[src/rtl/da_add_tree.sv]
// Pipelined unsigned adder tree reducing LANES packed lanes to one sum, one register per level.
// Optional saturation of the final sum to OSIZE bits is enabled by defining DA_SAT_EN.
module da_add_tree #(
  parameter int DSIZE = 11,
  parameter int LANES = 5,
  parameter int OSIZE = 14
) (
  input  logic                   clk,
  input  logic                   rst,
  input  logic                   ce,
  input  logic                   vld_i,
  input  logic [DSIZE*LANES-1:0] idata,
  output logic                   vld_o,
  output logic [OSIZE-1:0]       odata,
  output logic                   ovf_o
);

  localparam int S  = (LANES <= 1) ? 1 : $clog2(LANES);
  localparam int FW = DSIZE + S;
`ifdef DA_SAT_EN
  localparam bit SAT = 1'b1;
`else
  localparam bit SAT = 1'b0;
`endif
  // When wrapping into a narrower output, the last level only needs OSIZE bits.
  localparam bit TRUNC = !SAT && (OSIZE < FW);
  localparam int LW    = TRUNC ? OSIZE : FW;

  function automatic int lanes_at(input int lvl);
    int n;
    n = LANES;
    for (int i = 0; i < lvl; i++) n = (n + 1) / 2;
    return n;
  endfunction

  for (genvar j = 1; j <= S; j++) begin : g_lvl
    localparam int NI = lanes_at(j - 1);
    localparam int NO = lanes_at(j);
    localparam int WI = DSIZE + j - 1;
    localparam int WO = (j == S) ? LW : DSIZE + j;

    logic [NI*WI-1:0] d;
    logic [NO*WO-1:0] sum;

    if (j == 1) begin : g_in
      assign d = idata;
    end else begin : g_link
      assign d = g_lvl[j-1].g_reg.q;
    end

    for (genvar m = 0; m < NO; m++) begin : g_lane
      if (2 * m + 1 < NI) begin : g_add
        assign sum[m*WO +: WO] = WO'(d[2*m*WI +: WI]) + WO'(d[(2*m+1)*WI +: WI]);
      end else begin : g_pass
        assign sum[m*WO +: WO] = WO'(d[2*m*WI +: WI]);
      end
    end

    // The last level's sum feeds the output register directly.
    if (j < S) begin : g_reg
      logic [NO*WO-1:0] q;
      always_ff @(posedge clk or posedge rst) begin
        if (rst)     q <= '0;
        else if (ce) q <= sum;
      end
    end
  end

  logic [LW-1:0]    fsum;
  logic [OSIZE-1:0] map_data;
  logic             map_ovf;

  assign fsum = g_lvl[S].sum;

  if (OSIZE >= FW) begin : g_ext
    assign map_data = OSIZE'(fsum);
    assign map_ovf  = 1'b0;
`ifdef DA_SAT_EN
  end else begin : g_sat
    assign map_ovf  = |fsum[FW-1:OSIZE];
    assign map_data = map_ovf ? {OSIZE{1'b1}} : fsum[OSIZE-1:0];
`else
  end else begin : g_wrap
    assign map_data = fsum;
    assign map_ovf  = 1'b0;
`endif
  end

  logic [S-1:0] vld_pipe;

  // Valid flag travels in lockstep with the data levels.
  always_ff @(posedge clk or posedge rst) begin
    if (rst) begin
      vld_pipe <= '0;
    end else if (ce) begin
      vld_pipe[0] <= vld_i;
      for (int i = 1; i < S; i++) vld_pipe[i] <= vld_pipe[i-1];
    end
  end

  assign vld_o = vld_pipe[S-1];

  always_ff @(posedge clk or posedge rst) begin
    if (rst) begin
      odata <= '0;
      ovf_o <= 1'b0;
    end else if (ce) begin
      odata <= map_data;
      ovf_o <= map_ovf;
    end
  end

endmodule

[config.mk]
export PLATFORM = sky130hd
export DESIGN_NAME = da_add_tree
export DESIGN_NICKNAME = d
export VERILOG_FILES = /design/src/rtl/da_add_tree.sv
export SDC_FILE = /design/constraint.sdc
export NUM_CORES = 1
export LEC_CHECK = 0
export CAP_MARGIN = 25
export CORE_MARGIN = 8
export CORE_UTILIZATION = 28
export CTS_BUF_LIST = sky130_fd_sc_hd__clkbuf_8 sky130_fd_sc_hd__clkbuf_16
export CTS_CLUSTER_DIAMETER = 40
export DETAILED_ROUTE_END_ITERATION = 8
export DONT_BUFFER_PORTS = 1
export GPL_ROUTABILITY_DRIVEN = 0
export HOLD_SLACK_MARGIN = 0.02
export SYNTH_ARGS = -nofsm -noshare
export SYNTH_HDL_FRONTEND = slang
export SYNTH_SLANG_ARGS = --single-unit
[constraint.sdc]
create_clock -name clk -period 2.7 [get_ports clk]
set_input_delay 0.54 -clock clk [delete_from_list [all_inputs] [get_ports clk]]
set_output_delay 0.54 -clock clk [all_outputs]
set_load 0.01 [all_outputs]
## Yosys cells after proc, flatten, opt, wreduce, memory -nomap -nowiden

Index checks and enable logic that the tools add are counted.

- Register bits: 76
- Bits in latches: 0
- RAM bits: 0
- Bits in read-only memories: 0
- Output and inout port bits: 16
- Word-level logic and storage cells: 8
- Memories kept: 0

- Add/sub/neg operators: 4
- $mul: 0
- Div/mod/pow operators: 0
- Order comparisons: 0
- Eq/ne operators: 0
- Shift-type cells: 0
- Multiplexer cells: 0
- Bitwise logic cells: 0
- Reduce and logical (&&, ||, !) cells: 0

Operators with widths:

| cell | count |
|---|---|
| adder 11 x 11 -> 12 bit | 2 |
| adder 13 x 11 -> 14 bit | 1 |
| adder 12 x 12 -> 13 bit | 1 |

## Depth between registers and ports, before layout

Gate-level depths: netlist (run 1).

- Depth in word-level cells: 1
- Depth in mapped cells: 9

## Worst setup path before layout (run 1)

No wires, ideal clock.

- Path type: input -> register
- From: in idata[22]
- To: reg g_lvl[1].g_reg.q[22]
- Library setup time: 125 ps
- Data arrival time: 2,405 ps
- Data required time: 2,575 ps
- Slack: 171 ps
- Stages on the path: 8
- Path buffers: 0
- Cell sequence: ha_1 fa_1 a21o_1 a221oi_2 nor2_1 a311o_1 xor2_1 mux2_2

- Word-level cells in the longest chain between the ends: 1

Ends and longest elaborated chain:

| element | line | text |
|---|---|---|
| start, declared | 12 | `input logic [DSIZE*LANES-1:0] idata,` |
| adder 11 x 11 -> 12 bit | 53 | `assign sum[m*WO +: WO] = WO'(d[2*m*WI +: WI]) + WO'(d[(2*m+1)*WI +: WI]);` |
| end signal, assigned | 64 | `else if (ce) q <= sum;` |
| end, declared | 61 | `logic [NO*WO-1:0] q;` |

No other way between the ends.
A chain may end at the register's enable or synchronous reset.

## Final worst setup path (run 1)

- From: reg g_lvl[1].g_reg.q[0]
- To: reg g_lvl[2].g_reg.q[10]

- Word-level cells in the longest chain between the ends: 1

Ends and longest elaborated chain:

| element | line |
|---|---|
| adder 12 x 12 -> 13 bit | 53 |
| end signal, assigned | 64 |
| end, declared | 61 |

No other way between the ends.

==> results of run 1 <==
==> cells in the mapped netlist, types with 2 or more instances <==
cell type,count
or2_2,2
inv_1,15
mux2_2,58
nand2b_1,3
dfrtp_1,76
a211oi_2,2
a21o_1,11
xnor2_1,21
nor2b_1,5
clkbuf_1,8
a31oi_1,5
or4_1,2
a211o_1,2
o31a_1,2
xor2_1,10
o311a_1,2
o21ai_0,22
o211ai_1,3
nor2_1,20
o221ai_1,2
nor3_1,3
nand4_1,4
or3_1,3
a21boi_0,2
fa_1,4
o21a_1,8
nand2_1,13
buf_1,3
ha_1,45
and3_1,3
nand3_1,2
a211oi_1,4
a21oi_1,30
o21bai_1,6
==> cells in the final DEF (no fill, tap or decap), drive strengths merged, types with 3 or more instances in the layout <==
| cell type | synthesis | routed |
|---|---|---|
| dfrtp | 76 | 76 |
| mux2 | 59 | 59 |
| ha | 45 | 45 |
| a21oi | 30 | 30 |
| o21ai | 23 | 23 |
| xnor2 | 21 | 21 |
| nor2 | 20 | 20 |
| inv | 15 | 18 |
| nand2 | 13 | 13 |
| a21o | 11 | 11 |
| xor2 | 10 | 10 |
| clkbuf | 8 | 9 |
| o21a | 8 | 8 |
| o21bai | 7 | 7 |
| a211oi | 6 | 6 |
| nor2b | 5 | 5 |
| a31oi | 5 | 5 |
| nand4 | 4 | 4 |
| fa | 4 | 4 |
| or3 | 3 | 3 |
| nand2b | 3 | 3 |
| o211ai | 3 | 3 |
| nor3 | 3 | 3 |
| and3 | 3 | 3 |
==> through the flow <==
step / instances / hold WS (ps)
after global routing: 647 / 274
after global placement: 631 / 484
final: 647 / 210
after detailed placement: 631 / 492
after floorplan: 421 / 449
after CTS: 647 / 233
==> cells by family after synthesis <==
group | Yosys count | share of synthesized area (%)
multiplexers | 59 | 14.2
AO/OA/AOI/OAI | 114 | 17.0
XOR/XNOR | 31 | 5.76
other | 1 | 0.0796
buffers and inverters | 27 | 2.23
flip-flops | 76 | 40.4
adder cells (fa/ha/maj) | 49 | 13.6
AND/OR/NAND/NOR | 64 | 6.80
==> critical path, stage by stage, from the launching register on <==
cell	delay, ps
dfrtp_1	380
ha_1	230
fa_1	430
a211o_1	330
a21oi_1	250
o21ai_0	170
a21oi_1	240
xnor2_1	80
mux2_2	260
==> worst paths after layout <==
kind	end	startpoint	cells after the start
max in group asynchronous	g_lvl[2].g_reg.q[14]	rst	2
max	g_lvl[2].g_reg.q[10]	g_lvl[1].g_reg.q[0]	8
min in group clk	g_lvl[1].g_reg.q[19]	ce	1
max reg2reg	g_lvl[2].g_reg.q[10]	g_lvl[1].g_reg.q[0]	8
min reg2reg	g_lvl[1].g_reg.q[24]	g_lvl[1].g_reg.q[24]	1
min	g_lvl[1].g_reg.q[24]	rst	1
==> sequential cells by signal, indices dropped and copies added (netlist names) <==
signal and cells:
g_lvl.g_reg.q 59, odata 14, vld_pipe 3
==> power by group <==
| part | switching [mW] | total (mW) | internal (mW) |
|---|---|---|---|
| clock | 0.510 | 1.24 | 0.729 |
| combinational | 0.956 | 1.93 | 0.975 |
| sequential | 0.291 | 1.76 | 1.47 |
| total | 1.76 | 4.93 | 3.18 |
==> routing by layer <==
| layer | GRT usage, % | vias to the layer above | wire [µm] |
|---|---|---|---|
| met5 | 0 | - | 8 |
| met4 | 4.06 | 2 | 207 |
| met3 | 4.01 | 18 | 779 |
| met2 | 17.9 | 53 | 5350 |
| met1 | 11.0 | 1574 | 4180 |
| li1 | - | 1547 | - |
==> layout make-up <==
cell class              instances  area, µm²  area share (%)
repair buffers                  2       27.5           0.522
well taps                     220        275            5.22
flip-flops and latches         76       1900            36.1
clock buffers                   9        225            4.27
inverters                      15       56.3            1.07
clock inverters                 7       81.3            1.54
multi-input cells             318       2710            51.3
==> impl_metrics.csv, run 1 <==
group,metric,value,unit
finish,synthToLayoutAreaGrowth,11.9,%
timing,timing.final.ws_setup,216,ps
timing,clock_skew,7.03,ps
floorplan,io_pins,75,
floorplan,start_util,28.5,%
global_route,grt_pass1_wl,17.8,mm
drt,drc,0,
clock_network,post_cts.repair.setup_buffers,0,
clock_network,cts_resized,0,
critical_path,worst_ep_arrival_time,2710,ps
floorplan,die_area,0.0212,mm²
clock_network,htree_levels,3,
critical_path,worst_setup_path_end_kind,"flop",
timing,timing.final.crit_period,2480,ps
place,place.port_buffers,0,
yosys,yosys_register_bits,76,
yosys,netlist_area,0.00471,mm²
timing,setup_viol_count_final,0,
clock_network,clockRootBuffer,"clkbuf_16",
drt,ant_nets,0,
yosys,yosysTopAreaCellShare,40.4,%
run_status,outcome,"completed",
global_route,grt_overflow_total,0,
clock_network,clockBufferDepth,2,
timing,max_freq,403,MHz
critical_path,required,2930,ps
run,cap_violations,0,
power_and_ir_drop,total_leakage_power,2.26,nW
clock_network,cts_tree,"yes",
drt,vias,3194,
critical_path,r2r_slack,220,ps
yosys,synth_edf_count,0,
timing,rsz0062_at_grt,"no",
critical_path,path_class,"reg2reg",
drt,wirelength,10.5,mm
yosys,synth_top_area_cell,"dfrtp_1",
critical_path,crit_path_max_fanout,3,
clock_network,path_clk_slew,60,ps
timing,finalHoldViolations,0,
yosys,netlist_top_cells_area,"dfrtp_1 (40%), mux2_2 (14%), ha_1 (12%)",
timing,worstMarginPinSlew,742,ps
power_and_ir_drop,ir_worst_vdd,0.335,mV
clock_network,cts.sinks,76,
power_and_ir_drop,cellPowerDensity,935,mW/mm²
yosys,ys_warn_count,0,
global_route,track_usage,10.3,%
power_and_ir_drop,power.total,4.93,mW
global_route,antenna_found_initial,1,
yosys,syn_inst,421,
worst_hold_path,hold_class,"in2async",
global_route,grt_pass1_vias,3535,
finish,antenna_cells,0,
finish,fin_util,31.9,%
yosys,synth_fp_nets,529,
drt,dr.pass1.iters,4,
timing,tns,0,ps
clock_network,cts_hold_buffers,0,
yosys,synth.distinct_cells,54,
critical_path,cp-start-kind,"flop",
place,dpl_worst_slack,116,ps
drt,drt_iter0_markers,183,
finish,finalNetCount,530,
yosys,async_reset_ff_share,100,%
clock_network,cts_buffers,9,
floorplan,num_rows,47,
clock_network,clk_latency,340,ps
yosys,syn_avg_cell_area,11.2,µm²
global_route,grt_max_degree,89,
yosys,ys_seq_area_share,40.4,%
drt,via_per_inst,4.94,
finish,n_fill_cell,1652,
place,placed_area,0.00497,mm²
finish,drive_above_1_share,20.4,%
timing,fin_crit_sh,92.0,%
timing,slew_violations,0,
floorplan,die_w,146,µm
timing,max-slew-margin-rel,50.5,%
finish,final_cell_area,0.00527,mm²
drt,routedWlPerCell,16.3,µm
place,dpl.hpwl,8.01,mm
yosys,synth_top_flop_cell,"dfrtp_1",
floorplan,die_h,146,µm
floorplan,coreArea,0.0165,mm²
(Power assumes the default switching activity.)
==> run 2: changes to the inputs <==
--- a/config.mk
+++ b/config.mk
@@ -8,8 +8,8 @@
 export CAP_MARGIN = 25
 export CORE_MARGIN = 8
 export CORE_UTILIZATION = 28
-export CTS_BUF_LIST = sky130_fd_sc_hd__clkbuf_8 sky130_fd_sc_hd__clkbuf_16
-export CTS_CLUSTER_DIAMETER = 40
+export CTS_BUF_LIST = sky130_fd_sc_hd__clkbuf_16
+export CTS_CLUSTER_DIAMETER = 50
 export DETAILED_ROUTE_END_ITERATION = 8
 export DONT_BUFFER_PORTS = 1
 export GPL_ROUTABILITY_DRIVEN = 0
==> constraint.sdc (replaced) <==
create_clock -name clk -period 2.6 [get_ports clk]
set_input_delay 0.52 -clock clk [delete_from_list [all_inputs] [get_ports clk]]
set_output_delay 0.52 -clock clk [all_outputs]
set_load 0.01 [all_outputs]
==> impl_metrics.csv, run 2 (synthesis gave the netlist of run 1 again) <==
group,metric,value,unit
run_status,outcome,"completed",
timing,max-slew-margin-rel,62.1,%
global_route,grt_pass1_wl,16.6,mm
floorplan,num_rows,47,
finish,drive_above_1_share,20.8,%
power_and_ir_drop,ir_worst_vdd,0.257,mV
critical_path,required,2830,ps
timing,worstMarginPinSlew,562,ps
finish,mostFrequentLayoutCells,"dfrtp_1 (76), mux2_2 (58), ha_1 (45)",
finish,largest_register_ffs,59,
critical_path,worstRegToRegCells,9,
timing,finalHoldViolations,0,
finish,final_cell_area,0.00529,mm²
critical_path,reg2reg_from,"g_lvl[2].g_reg.q[0]",
clock_network,cts_hold_buffers,0,
global_route,grt_pass1_vias,3255,
finish,finalNetCount,531,
floorplan,die_w,146,µm
floorplan,die_area,0.0212,mm²
global_route,track_usage,9.87,%
place,placed_area,0.00497,mm²
drt,ant_nets,0,
drt,dr.pass1.iters,6,
drt,wirelength,10.3,mm
timing,max_freq,412,MHz
floorplan,start_util,28.5,%
power_and_ir_drop,cellPowerDensity,969,mW/mm²
global_route,grt_overflow_total,0,
critical_path,crit_path_max_fanout,3,
timing,timing.final.crit_period,2430,ps
timing,clock_skew,9.35,ps
timing,rsz0062_at_grt,"no",
clock_network,cts.sinks,76,
drt,via_per_inst,4.86,
finish,regMostFlops,"g_lvl.g_reg.q",
timing,tns,0,ps
critical_path,cp-start-kind,"flop",
finish,n_fill_cell,1690,
floorplan,die_h,146,µm
clock_network,cts_buffers,9,
finish,fin_util,32.0,%
critical_path,worst_setup_path_end_kind,"flop",
floorplan,io_pins,75,
finish,synthToLayoutAreaGrowth,12.2,%
finish,antenna_cells,0,
global_route,grt_max_degree,89,
timing,fin_crit_sh,93.3,%
drt,vias,3147,
critical_path,worst_ep_arrival_time,2650,ps
critical_path,path_class,"reg2reg",
critical_path,reg2reg_to,"odata[12]",
worst_hold_path,hold_class,"in2async",
timing,setup_viol_count_final,0,
critical_path,r2r_slack,170,ps
clock_network,htree_levels,3,
clock_network,clk_latency,340,ps
drt,drt_iter0_markers,116,
finish,layout_commonest_cell,"dfrtp_1",
finish,largest_registers,"g_lvl.g_reg.q (59), odata (14), vld_pipe (3)",
place,dpl.hpwl,7.73,mm
place,place.port_buffers,0,
run,cap_violations,0,
power_and_ir_drop,total_leakage_power,2.26,nW
drt,routedWlPerCell,15.9,µm
clock_network,path_clk_slew,60,ps
clock_network,clockRootBuffer,"clkbuf_16",
global_route,antenna_found_initial,1,
floorplan,coreArea,0.0165,mm²
timing,slew_violations,0,
clock_network,cts_tree,"yes",
drt,drc,0,
clock_network,clockBufferDepth,2,
[run 2: worst max-delay path by stage]
stage / startpoint / end / slack, ps / depth (start not counted)
2_1_floorplan: idata[22] / g_lvl[1].g_reg.q[22] / 90 / 8
3_3_place_gp: idata[22] / g_lvl[1].g_reg.q[22] / 50 / 8
3_5_place_dp: idata[22] / g_lvl[1].g_reg.q[22] / 20 / 8
4_1_cts: g_lvl[1].g_reg.q[0] / g_lvl[2].g_reg.q[10] / 140 / 8
5_1_grt: g_lvl[2].g_reg.q[0] / odata[12] / 70 / 9
6_report: g_lvl[2].g_reg.q[0] / odata[12] / 170 / 9
[run 2: where the power goes]
group / switching (mW) / leakage (nW) / total [mW] / internal, mW
sequential: 0.305 / 0.892 / 1.84 / 1.53
clock: 0.517 / 0.145 / 1.27 / 0.757
combinational: 0.991 / 1.22 / 2.01 / 1.02
total: 1.81 / 2.26 / 5.12 / 3.31
[run 2: metal layers]
| layer | GRT usage (%) | wire length (µm) | vias up |
|---|---|---|---|
| met5 | 0 | 8 | - |
| met4 | 3.59 | 121 | 2 |
| met3 | 4.70 | 755 | 11 |
| met2 | 16.5 | 5100 | 47 |
| met1 | 10.7 | 4310 | 1530 |
| li1 | - | - | 1557 |
[run 2: cell type report]
type	count	area (µm²)	area share, %
clock buffers	9	225	4.26
clock inverters	7	82.6	1.56
well taps	220	275	5.21
flip-flops and latches	76	1900	36.0
inverters	15	56.3	1.07
multi-input cells	318	2710	51.3
repair buffers	3	35.0	0.663
[run 2: what timing repair did]
item | 4_1_cts | 5_1_grt
hold endpoints to repair | 0 | 0
buffers inserted | 0 | 0
endpoints found under the setup margin | 0 | 1
gates resized for setup | 0 | 1
[run 2: worst max-delay path, cell delays in order (launching register included)]
cell and delay, ps:
dfrtp_1 390, ha_1 240, inv_1 90, fa_1 220
nor2b_1 70, o31a_1 290, o41ai_2 450, o21ai_1 150
xor2_1 160, mux2_2 260
[run 2: metrics by stage]
stage	worst slack, ps	hold slack, ps	total power [mW]	cells
2_1_floorplan	90.6	449	3.42	421
5_1_grt	69.7	189	5.52	648
3_5_place_dp	23.7	492	3.88	632
4_1_cts	141	173	5.21	648
3_3_place_gp	52.4	484	3.81	632
6_report	175	152	5.12	648
==> run 3: changes to the inputs <==
--- a/config.mk
+++ b/config.mk
@@ -5,7 +5,7 @@
 export SDC_FILE = /design/constraint.sdc
 export NUM_CORES = 1
 export LEC_CHECK = 0
-export CAP_MARGIN = 25
+export CAP_MARGIN = 20
 export CORE_MARGIN = 8
 export CORE_UTILIZATION = 28
 export CTS_BUF_LIST = sky130_fd_sc_hd__clkbuf_16
==> results of run 3 <==
The final DEF is identical to that of run 2; final timing and power are the same.
